<file path="src/rtl/seg7_scan_ctrl.sv">
// seg7_scan_ctrl: time-multiplexed BCD digit scanner sharing one 7-segment decoder, with a
// double-buffered display image. Define SEG7_LZ_BLANK_EN to enable leading-zero suppression.
module seg7_scan_ctrl #(
    parameter int NUM_DIGITS   = 4,
    parameter int SHOW_CYCLES  = 240,
    parameter int BLANK_CYCLES = 16
) (
    input  logic                    clk,
    input  logic                    rst_n,
    input  logic                    en,
    input  logic                    upd_valid,
    output logic                    upd_ready,
    input  logic [4*NUM_DIGITS-1:0] digits_in,
    input  logic [NUM_DIGITS-1:0]   dp_in,
    output logic [3:0]              bcd_out,
    output logic                    dec_en,
    output logic                    dp_out,
    output logic [NUM_DIGITS-1:0]   digit_sel,
    output logic                    frame_done
);
    localparam int MAX_CYC = (SHOW_CYCLES > BLANK_CYCLES) ? SHOW_CYCLES : BLANK_CYCLES;
    localparam int CW      = $clog2(MAX_CYC + 1);
    localparam int IW      = (NUM_DIGITS > 1) ? $clog2(NUM_DIGITS) : 1;
    localparam logic [CW-1:0]         BLANK_LAST = CW'(BLANK_CYCLES - 1);
    localparam logic [CW-1:0]         SHOW_LAST  = CW'(SHOW_CYCLES - 1);
    localparam logic [IW-1:0]         IDX_LAST   = IW'(NUM_DIGITS - 1);
    localparam logic [NUM_DIGITS-1:0] SEL0       = NUM_DIGITS'(1'b1);

    typedef enum logic [1:0] {
        ST_IDLE  = 2'd0,
        ST_BLANK = 2'd1,
        ST_SHOW  = 2'd2
    } state_e;

    state_e                  state_q, state_d;
    logic [IW-1:0]           idx_q, idx_d;
    logic [CW-1:0]           cnt_q, cnt_d;
    logic                    wrap_q, wrap_d;
    logic [4*NUM_DIGITS-1:0] act_q, act_d, pend_q, pend_d;
    logic [NUM_DIGITS-1:0]   act_dp_q, act_dp_d, pend_dp_q, pend_dp_d;
    logic                    pend_full_q, pend_full_d;
    logic                    upd_ready_q, upd_ready_d;
    logic                    accept_s, swap_s, dark_s;
    logic [3:0]              nib_s;
    logic [3:0]              bcd_q, bcd_d;
    logic                    dec_en_q, dec_en_d;
    logic                    dp_q, dp_d;
    logic [NUM_DIGITS-1:0]   sel_q, sel_d;
    logic                    fd_q, fd_d;

`ifdef SEG7_LZ_BLANK_EN
    function automatic logic lz_dark(input logic [4*NUM_DIGITS-1:0] nib,
                                     input logic [NUM_DIGITS-1:0]   dp,
                                     input logic [IW-1:0]           idx);
        logic upper_zero;
        upper_zero = 1'b1;
        for (int j = 0; j < NUM_DIGITS; j++) begin
            if ((j >= int'(idx)) && (nib[j*4 +: 4] != 4'd0)) begin
                upper_zero = 1'b0;
            end
        end
        return (idx != {IW{1'b0}}) && upper_zero && !dp[idx];
    endfunction

    assign dark_s = lz_dark(act_d, act_dp_d, idx_q);
`else
    assign dark_s = 1'b0;
`endif

    // Outputs lag the sequencer by one cycle, so they decode the image that is active next cycle.
    assign nib_s = act_d[{idx_q, 2'b00} +: 4];

    // Slot sequencer next-state: blank interval, then show interval, per digit.
    always_comb begin
        state_d = state_q;
        idx_d   = idx_q;
        cnt_d   = cnt_q;
        wrap_d  = 1'b0;
        if (!en) begin
            state_d = ST_IDLE;
            idx_d   = {IW{1'b0}};
            cnt_d   = {CW{1'b0}};
        end else begin
            case (state_q)
                ST_IDLE: begin
                    state_d = ST_BLANK;
                    idx_d   = {IW{1'b0}};
                    cnt_d   = {CW{1'b0}};
                end
                ST_BLANK: begin
                    if (cnt_q == BLANK_LAST) begin
                        state_d = ST_SHOW;
                        cnt_d   = {CW{1'b0}};
                    end else begin
                        cnt_d = cnt_q + CW'(1'b1);
                    end
                end
                ST_SHOW: begin
                    if (cnt_q == SHOW_LAST) begin
                        state_d = ST_BLANK;
                        cnt_d   = {CW{1'b0}};
                        if (idx_q == IDX_LAST) begin
                            idx_d  = {IW{1'b0}};
                            wrap_d = 1'b1;
                        end else begin
                            idx_d = idx_q + IW'(1'b1);
                        end
                    end else begin
                        cnt_d = cnt_q + CW'(1'b1);
                    end
                end
                default: begin
                    state_d = ST_IDLE;
                    idx_d   = {IW{1'b0}};
                    cnt_d   = {CW{1'b0}};
                end
            endcase
        end
    end

    // Double buffer: pending image moves to active at a frame boundary or whenever idle.
    always_comb begin
        accept_s    = upd_valid && upd_ready_q;
        swap_s      = pend_full_q && (wrap_q || (state_q == ST_IDLE));
        act_d       = act_q;
        act_dp_d    = act_dp_q;
        pend_d      = pend_q;
        pend_dp_d   = pend_dp_q;
        pend_full_d = pend_full_q;
        if (swap_s) begin
            act_d    = pend_q;
            act_dp_d = pend_dp_q;
        end else begin
            act_d    = act_q;
            act_dp_d = act_dp_q;
        end
        if (accept_s) begin
            pend_d      = digits_in;
            pend_dp_d   = dp_in;
            pend_full_d = 1'b1;
        end else if (swap_s) begin
            pend_full_d = 1'b0;
        end else begin
            pend_full_d = pend_full_q;
        end
        // Ready reopens only the cycle after the swap completes.
        upd_ready_d = !pend_full_d && !swap_s;
    end

    // Output decode from the current slot; a low enable darkens everything on the next edge.
    always_comb begin
        bcd_d    = 4'd0;
        dec_en_d = 1'b0;
        dp_d     = 1'b0;
        sel_d    = {NUM_DIGITS{1'b0}};
        fd_d     = 1'b0;
        if (en) begin
            case (state_q)
                ST_BLANK: begin
                    bcd_d = nib_s;
                    fd_d  = wrap_q;
                end
                ST_SHOW: begin
                    bcd_d = nib_s;
                    if (!dark_s) begin
                        dec_en_d = 1'b1;
                        dp_d     = act_dp_d[idx_q];
                        sel_d    = SEL0 << idx_q;
                    end else begin
                        dec_en_d = 1'b0;
                        sel_d    = {NUM_DIGITS{1'b0}};
                    end
                end
                default: begin
                    bcd_d = 4'd0;
                end
            endcase
        end else begin
            bcd_d = 4'd0;
        end
    end

    // Sequencer state registers.
    always_ff @(posedge clk or negedge rst_n) begin
        if (!rst_n) begin
            state_q <= ST_IDLE;
            idx_q   <= {IW{1'b0}};
            cnt_q   <= {CW{1'b0}};
            wrap_q  <= 1'b0;
        end else begin
            state_q <= state_d;
            idx_q   <= idx_d;
            cnt_q   <= cnt_d;
            wrap_q  <= wrap_d;
        end
    end

    // Display image buffers and handshake.
    always_ff @(posedge clk or negedge rst_n) begin
        if (!rst_n) begin
            act_q       <= {(4*NUM_DIGITS){1'b0}};
            act_dp_q    <= {NUM_DIGITS{1'b0}};
            pend_q      <= {(4*NUM_DIGITS){1'b0}};
            pend_dp_q   <= {NUM_DIGITS{1'b0}};
            pend_full_q <= 1'b0;
            upd_ready_q <= 1'b1;
        end else begin
            act_q       <= act_d;
            act_dp_q    <= act_dp_d;
            pend_q      <= pend_d;
            pend_dp_q   <= pend_dp_d;
            pend_full_q <= pend_full_d;
            upd_ready_q <= upd_ready_d;
        end
    end

    // Registered display outputs.
    always_ff @(posedge clk or negedge rst_n) begin
        if (!rst_n) begin
            bcd_q    <= 4'd0;
            dec_en_q <= 1'b0;
            dp_q     <= 1'b0;
            sel_q    <= {NUM_DIGITS{1'b0}};
            fd_q     <= 1'b0;
        end else begin
            bcd_q    <= bcd_d;
            dec_en_q <= dec_en_d;
            dp_q     <= dp_d;
            sel_q    <= sel_d;
            fd_q     <= fd_d;
        end
    end

    assign upd_ready  = upd_ready_q;
    assign bcd_out    = bcd_q;
    assign dec_en     = dec_en_q;
    assign dp_out     = dp_q;
    assign digit_sel  = sel_q;
    assign frame_done = fd_q;

endmodule

</file>
<file path="config.mk">
export PLATFORM = sky130hd
export DESIGN_NAME = seg7_scan_ctrl
export DESIGN_NICKNAME = d
export VERILOG_FILES = /design/src/rtl/seg7_scan_ctrl.sv
export SDC_FILE = /design/constraint.sdc
export NUM_CORES = 1
export LEC_CHECK = 0
export ABC_AREA = 1
export CELL_PAD_IN_SITES_DETAIL_PLACEMENT = 1
export CELL_PAD_IN_SITES_GLOBAL_PLACEMENT = 1
export CORE_MARGIN = 10
export CORE_UTILIZATION = 40
export CTS_CLUSTER_DIAMETER = 50
export CTS_CLUSTER_SIZE = 40
export DETAILED_ROUTE_END_ITERATION = 12
export PLACE_DENSITY = 0.82
export RECOVER_POWER = 50
export SYNTH_ARGS = -nofsm -noshare
export SYNTH_HDL_FRONTEND = slang
export SYNTH_SLANG_ARGS = --single-unit
</file>
<file path="constraint.sdc">
create_clock -name clk -period 1.6 [get_ports clk]
set_input_delay 0.32 -clock clk [delete_from_list [all_inputs] [get_ports clk]]
set_output_delay 0.32 -clock clk [all_outputs]
set_load 0.02 [all_outputs]
</file>
==> results of run 1 <==
power by group:
part	switching [mW]	leakage (nW)	internal [mW]
sequential	0.193	0.786	2.24
combinational	1.56	1.04	0.971
clock	0.603	0.0914	0.717
per-stage QoR:
step                       util  setup slack, ns
after floorplan               -            0.160
after global placement    0.490           0.0473
after detailed placement  0.490          -0.0110
after CTS                 0.513           0.0116
after global routing      0.520          -0.0251
final                     0.520           0.0658
synthesized netlist by cell type (4+ instances only):
cell and n:
sky130_fd_sc_hd__buf_2 6, sky130_fd_sc_hd__a21oi_1 17, sky130_fd_sc_hd__o21ai_1 4, sky130_fd_sc_hd__nor2_1 48
sky130_fd_sc_hd__mux2_2 4, sky130_fd_sc_hd__nand3_1 43, sky130_fd_sc_hd__dfrtp_1 65, sky130_fd_sc_hd__and2_1 16
sky130_fd_sc_hd__nand2_1 49, sky130_fd_sc_hd__ha_1 9, sky130_fd_sc_hd__inv_1 57, sky130_fd_sc_hd__o21ai_0 4
layout make-up:
type	count	area, um^2	share of cell area
inverters	58	221	0.0584
clock buffers	13	139	0.0366
well taps	99	124	0.0327
multi-input cells	209	1130	0.298
clock inverters	3	40.0	0.0106
repair buffers	50	485	0.128
flip-flops and latches	66	1650	0.436
cells by family (layout without fill, tap and decap cells):
group | after synthesis | after routing
buf+inv | 69 | 124
compound gates | 27 | 27
simple gates | 162 | 164
mux | 4 | 4
flops | 66 | 66
xor+xnor | 5 | 5
fa+ha+maj | 9 | 9
timing repair:
action                                 4_1_cts  5_1_grt
resized for setup                           12       11
hold buffers                                 1        0
setup buffers                                0        1
pin swaps                                    0        3
endpoints found under the hold margin        9        0
setup endpoints to repair                   12       13
gates cloned                                 0        2
registers in the layout (all words and copies together), names as in the netlist, 2 cells and up:
register / flops
digit_sel: 4
idx_q: 2
pend_q: 16
act_q: 16
act_dp_q: 4
state_q: 2
bcd_out: 4
pend_dp_q: 4
cnt_q: 8
worst max-delay path by stage:
stage          depth (start not counted)    endpoint
6_report                               9  bcd_out[3]
5_1_grt                                9  bcd_out[3]
4_1_cts                                9  bcd_out[2]
3_5_place_dp                           6    idx_q[0]
3_3_place_gp                           6    idx_q[0]
2_1_floorplan                          9  bcd_out[0]
routing by layer:
metal | up-vias | share of wire
met2 | 45 | 0.49
li1 | 1158 | -
met5 | - | 0
met1 | 1191 | 0.46
met3 | 10 | 0.031
met4 | 0 | 0.017
critical path: cells and delay by family, from the launching register on:
family | cells | cell delay, ns
and+or+nand+nor | 6 | 0.58
DFF | 1 | 0.39
buffers and inverters | 2 | 0.25
adders and majority gates | 1 | 0.18
==> flow_metrics.tcl, run 1 <==
set metrics [dict create \
    cp-start-kind "flop" \
    synth-seq-area-share 0.546 \
    post_dp_cell_area_um2 3570 \
    final_period_minus_worst_setup_slack_ns 1.53 \
    max_cap_violations 0 \
    max_freq_ghz 0.652 \
    synth.net_count 375 \
    run_status "completed" \
    detailroute.via_count 2404 \
    grt_first_pass_wirelength_mm 12.3 \
    clkSinkCount 66 \
    tightest_slew_ns 0.594 \
    ys_seq_elements 66 \
    dieWidth_um 107 \
    place.port_buffers 35 \
    tritoncts "yes" \
    synthesis.area_per_instance_um2 8.85 \
    reg2regPathDepth 9 \
    globalRouteTotalUtil 0.134 \
    crit-reg2reg-capture "bcd_out[3]" \
    clk_path_buf_depth 2 \
    met1_usage 0.165 \
    finalNonFillerCells 498 \
    grt_max_degree 57 \
    detail_route.wirelength_mm 7.47 \
    hold_depth 1 \
    cp_common_cell "sky130_fd_sc_hd__nand3_1" \
    place.gp.congestion 0.780 \
    post-route-period-util 0.959 \
    firstDrtPassIters 4 \
    finish.net_count 427 \
    slowest_stage "sky130_fd_sc_hd__dfrtp_1" \
    area_growth_pct 25.2 \
    final_common_cell "sky130_fd_sc_hd__dfrtp_1" \
    worst-endpoint-arrival_ns 1.76 \
    path_cells "inv_2, ha_4, clkinvlp_4, nand2_2, nand3_1, nand3_1, nand3_1, nand2_1, nor2_1" \
    num-fill-cells 893 \
    design_area_um2 3790 \
    wl_per_cell_um 15.0 \
    synth-xor-area-share 0.0145 \
    synth_fa_ha_area_frac 0.0372 \
    synthesis.yosys.warnings 0 \
    overall_die_height_um 107 \
    worst_setup_path_startpoint "state_q[0]" \
    slew_headroom 0.604 \
    finalSetupViolations 0 \
    powerDensity_nw_per_um2 1660 \
    cpPeakStageDelay_ns 0.39 \
    worstPathMaxFanout 4 \
    placed_cells_incl_taps 478 \
    met2_usage 0.215 \
    synth_top_area_frac 0.537 \
    synthArstFlopShare 1.00 \
    post-layout-total-power_mw 6.29 \
    h-tree-depth 3 \
    worstSetupPathType "reg2reg" \
    timing.rr.start "state_q[0]" \
    critPathRequiredTime_ns 1.83 \
    holdPathEnd "cnt_q[0]" \
    cp-end-kind "flop" \
    timing.hold.worst.start "cnt_q[0]" \
    synth_top_family_by_area "simple AND/OR/NAND/NOR gates" \
    power.ir.vdd_worst_mv 0.780 \
    dp_hpwl_mm 5.26 \
    slew_viol_final 0 \
    min_delay_worst_type "reg2reg" \
    finalHoldViolCount 0 \
    synth_enable_flop_cells 0 \
    syn_area_um2 3030 \
    cts_root_buffer "sky130_fd_sc_hd__clkbuf_8" \
    synth.top_cells.by_area "sky130_fd_sc_hd__dfrtp_1 (54%), sky130_fd_sc_hd__nand3_1 (7.1%), sky130_fd_sc_hd__inv_1 (7.1%)" \
    synth-simple-area-share 0.242 \
    antenna_found_initial 0 \
    timing.setup.tns_ns 0 \
    hold-worst-slack_ns 0.469 \
    drt-vias-per-instance 4.83 \
    io-pin-count 36 \
    yosys.cell_types.count 26 \
    synth.area.mux_share 0.0149 \
    leak_pwr_nw 1.92 \
    drc 0 \
    drtIter0Drc 89 \
    post_route_cells_drive_above_1_share 0.118 \
    finalClockSkew_ns 0.00812 \
    layout_common_cells "sky130_fd_sc_hd__dfrtp_1 (65), sky130_fd_sc_hd__inv_1 (54), sky130_fd_sc_hd__nor2_1 (48)" \
    num_rows 31 \
    start_util 0.415 \
    met3_demand_to_capacity_share_in_global_routing 0.0371 \
    post_synth_inst_count 342 \
    setup.reg_to_reg.worst_slack_ns 0.07 \
    dominantRegCellSynth "sky130_fd_sc_hd__dfrtp_1" \
    cts.reportedPaths.clkPinSlew_ns 0.07 \
    synth_compound_gate_area_share 0.0488 \
    insertedDiodeCount 0 \
    tritoncts_buffer_count 9 \
    final_antenna_net_count 0 \
    die_area_um2 11500 \
    core_area_um2 7290 \
    grt-ovfl-total 0 \
    synth_largest_area_cell "sky130_fd_sc_hd__dfrtp_1" \
    clk-insertion-delay-late_ns 0.34 \
    first_global_vias 2559 \
    grt_busiest_layer "met2" \
]
Power figures use the tool's default switching activity.
==> run 2: changes to the inputs <==
--- a/config.mk
+++ b/config.mk
@@ -8,13 +8,13 @@
 export ABC_AREA = 1
 export CELL_PAD_IN_SITES_DETAIL_PLACEMENT = 1
 export CELL_PAD_IN_SITES_GLOBAL_PLACEMENT = 1
-export CORE_MARGIN = 10
 export CORE_UTILIZATION = 40
 export CTS_CLUSTER_DIAMETER = 50
 export CTS_CLUSTER_SIZE = 40
 export DETAILED_ROUTE_END_ITERATION = 12
 export PLACE_DENSITY = 0.82
 export RECOVER_POWER = 50
+export SETUP_SLACK_MARGIN = 0.1
 export SYNTH_ARGS = -nofsm -noshare
 export SYNTH_HDL_FRONTEND = slang
 export SYNTH_SLANG_ARGS = --single-unit
==> run 2 against run 1 <==
  * Power up 13%
  * Critical path type unchanged
  * Sequential power about the same
  * Worst setup slack worse by 0.083 ns
  * Count of clock-buffer cells in the layout down 2
  * Largest cell class unchanged
  * The flow now finishes with violations (setup timing)
  * Hold slack better by 0.018 ns
  * Final cell count up 1.8%
==> flow_metrics.tcl, run 2 (same netlist as run 1, synthesis figures left out) <==
set metrics [dict create \
    finalSetupViolations 1 \
    slew_viol_final 0 \
    timing.rr.start "state_q[1]" \
    leak_pwr_nw 2.05 \
    drt-vias-per-instance 4.84 \
    antenna_found_initial 0 \
    worst-endpoint-arrival_ns 1.86 \
    placed_cells_incl_taps 476 \
    setup.reg_to_reg.worst_slack_ns -0.02 \
    max_freq_ghz 0.618 \
    wl_per_cell_um 16.3 \
    run_status "complete, but fails checks" \
    final_common_cell "sky130_fd_sc_hd__dfrtp_1" \
    powerDensity_nw_per_um2 1740 \
    cp-start-kind "flop" \
    detailroute.via_count 2454 \
    dp_hpwl_mm 4.95 \
    detail_route.wirelength_mm 8.28 \
    finish.net_count 436 \
    io-pin-count 36 \
    critPathRequiredTime_ns 1.85 \
    slowest_stage "sky130_fd_sc_hd__dfrtp_1" \
    fin_ws_ns -0.0173 \
    worstPathMaxFanout 6 \
    top_regs "act_q: 16 flops, pend_q: 16 flops, cnt_q: 8 flops" \
    grt-ovfl-total 0 \
    first_global_vias 2592 \
    post-layout-total-power_mw 7.13 \
    place.port_buffers 35 \
    critical_path_buf_inv_count 3 \
    finalHoldViolCount 0 \
    tightest_slew_ns 0.550 \
    cts.reportedPaths.clkPinSlew_ns 0.07 \
    cpLargestDelayFamily "buffers and inverters" \
    clk-insertion-delay-late_ns 0.35 \
    final_antenna_net_count 0 \
    area_growth_pct 35.1 \
    finalClockSkew_ns 0.00920 \
    start_util 0.415 \
    path_cells "inv_2, ha_4, o21ai_4, buf_6, buf_16, nand2_4, nand3_2, nand2_1, nor2_1, nor2_1" \
    power.ir.vdd_worst_mv 0.732 \
    grt_first_pass_wirelength_mm 12.8 \
    failed_checks "setup timing" \
    dieWidth_um 89.0 \
    clkSinkCount 66 \
    layout_common_cells "sky130_fd_sc_hd__dfrtp_1 (65), sky130_fd_sc_hd__inv_1 (54), sky130_fd_sc_hd__nor2_1 (47)" \
    globalRouteTotalUtil 0.222 \
    reg2regPathDepth 10 \
    crit-reg2reg-capture "bcd_out[3]" \
    cp-end-kind "flop" \
    cp_common_cell "sky130_fd_sc_hd__nor2_1" \
    max_cap_violations 0 \
    tritoncts "yes" \
    insertedDiodeCount 0 \
    num-fill-cells 864 \
    post-route-period-util 1.01 \
    post_route_cells_drive_above_1_share 0.233 \
    clk_path_buf_depth 2 \
    rsz_0062_raised_after_global_routing "true" \
    slew_headroom 0.633 \
    min_delay_worst_type "in2async" \
    drc 0 \
    drtIter0Drc 136 \
    firstDrtPassIters 4 \
    core_area_um2 7290 \
    finalNonFillerCells 507 \
    grt_max_degree 25 \
    cts_root_buffer "sky130_fd_sc_hd__clkbuf_8" \
    h-tree-depth 3 \
    overall_die_height_um 89.0 \
    place.gp.congestion 0.723 \
    final_period_minus_worst_setup_slack_ns 1.62 \
    tritoncts_buffer_count 9 \
    cpPeakStageDelay_ns 0.37 \
    worstSetupPathType "reg2reg" \
    num_rows 31 \
    die_area_um2 7920 \
]
[run 2: timing repair]
action	in CTS	in global routing
setup buffers	5	4
hold endpoints to repair	19	0
cloned	4	1
endpoints found under the setup margin	24	18
pin swaps	5	17
gates resized for setup	29	38
hold buffers	1	0
[run 2: worst max path at each step]
stage,cells past startpoint,to,slack [ns],start
floorplan,9,bcd_out[0],0.16,state_q[0]
global placement,9,dp_out,0.06,state_q[1]
detailed placement,9,dp_out,-0.05,state_q[1]
CTS,1,upd_ready,0.04,upd_ready
global route,10,bcd_out[3],-0.11,state_q[1]
finish,10,bcd_out[3],-0.02,state_q[1]
[run 2: worst reg2reg max path, delay by kind of cell, from the launching register on]
kind,cells,cell delay [ns]
AO/OA/AOI/OAI,1,0.24
adder cells (fa/ha/maj),1,0.17
AND/OR/NAND/NOR,5,0.35
buffers and inverters,3,0.38
flip-flops,1,0.37
[run 2: layer usage]
layer  global-route usage  wire, um  vias to the layer above
met5                    0         0                        -
met2                0.373      4130                       51
met4                0.114       221                        0
li1                     -         -                     1174
met1                0.281      3640                     1211
met3               0.0323       296                       18
[run 2: cell type report]
type,instances,area (um^2),share of cell area
Inverter,58,221,0.0541
Timing Repair Buffer,59,624,0.153
Multi-Input combinational cell,209,1260,0.309
Sequential cell,66,1650,0.404
Clock buffer,11,151,0.0370
Tap cell,99,124,0.0303
Clock inverter,5,52.6,0.0128
[run 2: metrics by stage]
step | TNS [ns] | utilization | hold slack, ns | worst slack [ns] | cell area (um^2)
after floorplan | 0 | - | 0.0244 | 0.160 | 3030
after global placement | 0 | 0.487 | 0.335 | 0.0572 | 3550
after detailed placement | -0.0576 | 0.487 | 0.331 | -0.0490 | 3550
after CTS | 0 | 0.536 | 0.467 | 0.0362 | 3910
after global routing | -0.450 | 0.561 | 0.510 | -0.114 | 4090
final | -0.0173 | 0.561 | 0.487 | -0.0173 | 4090
[run 2: power breakdown]
part           switching (mW)  total [mW]  internal, mW  leakage (nW)
sequential              0.222        2.47          2.25         0.786
combinational            1.86        3.21          1.35          1.16
clock                   0.652        1.45         0.796         0.105
total                    2.74        7.13          4.39          2.05
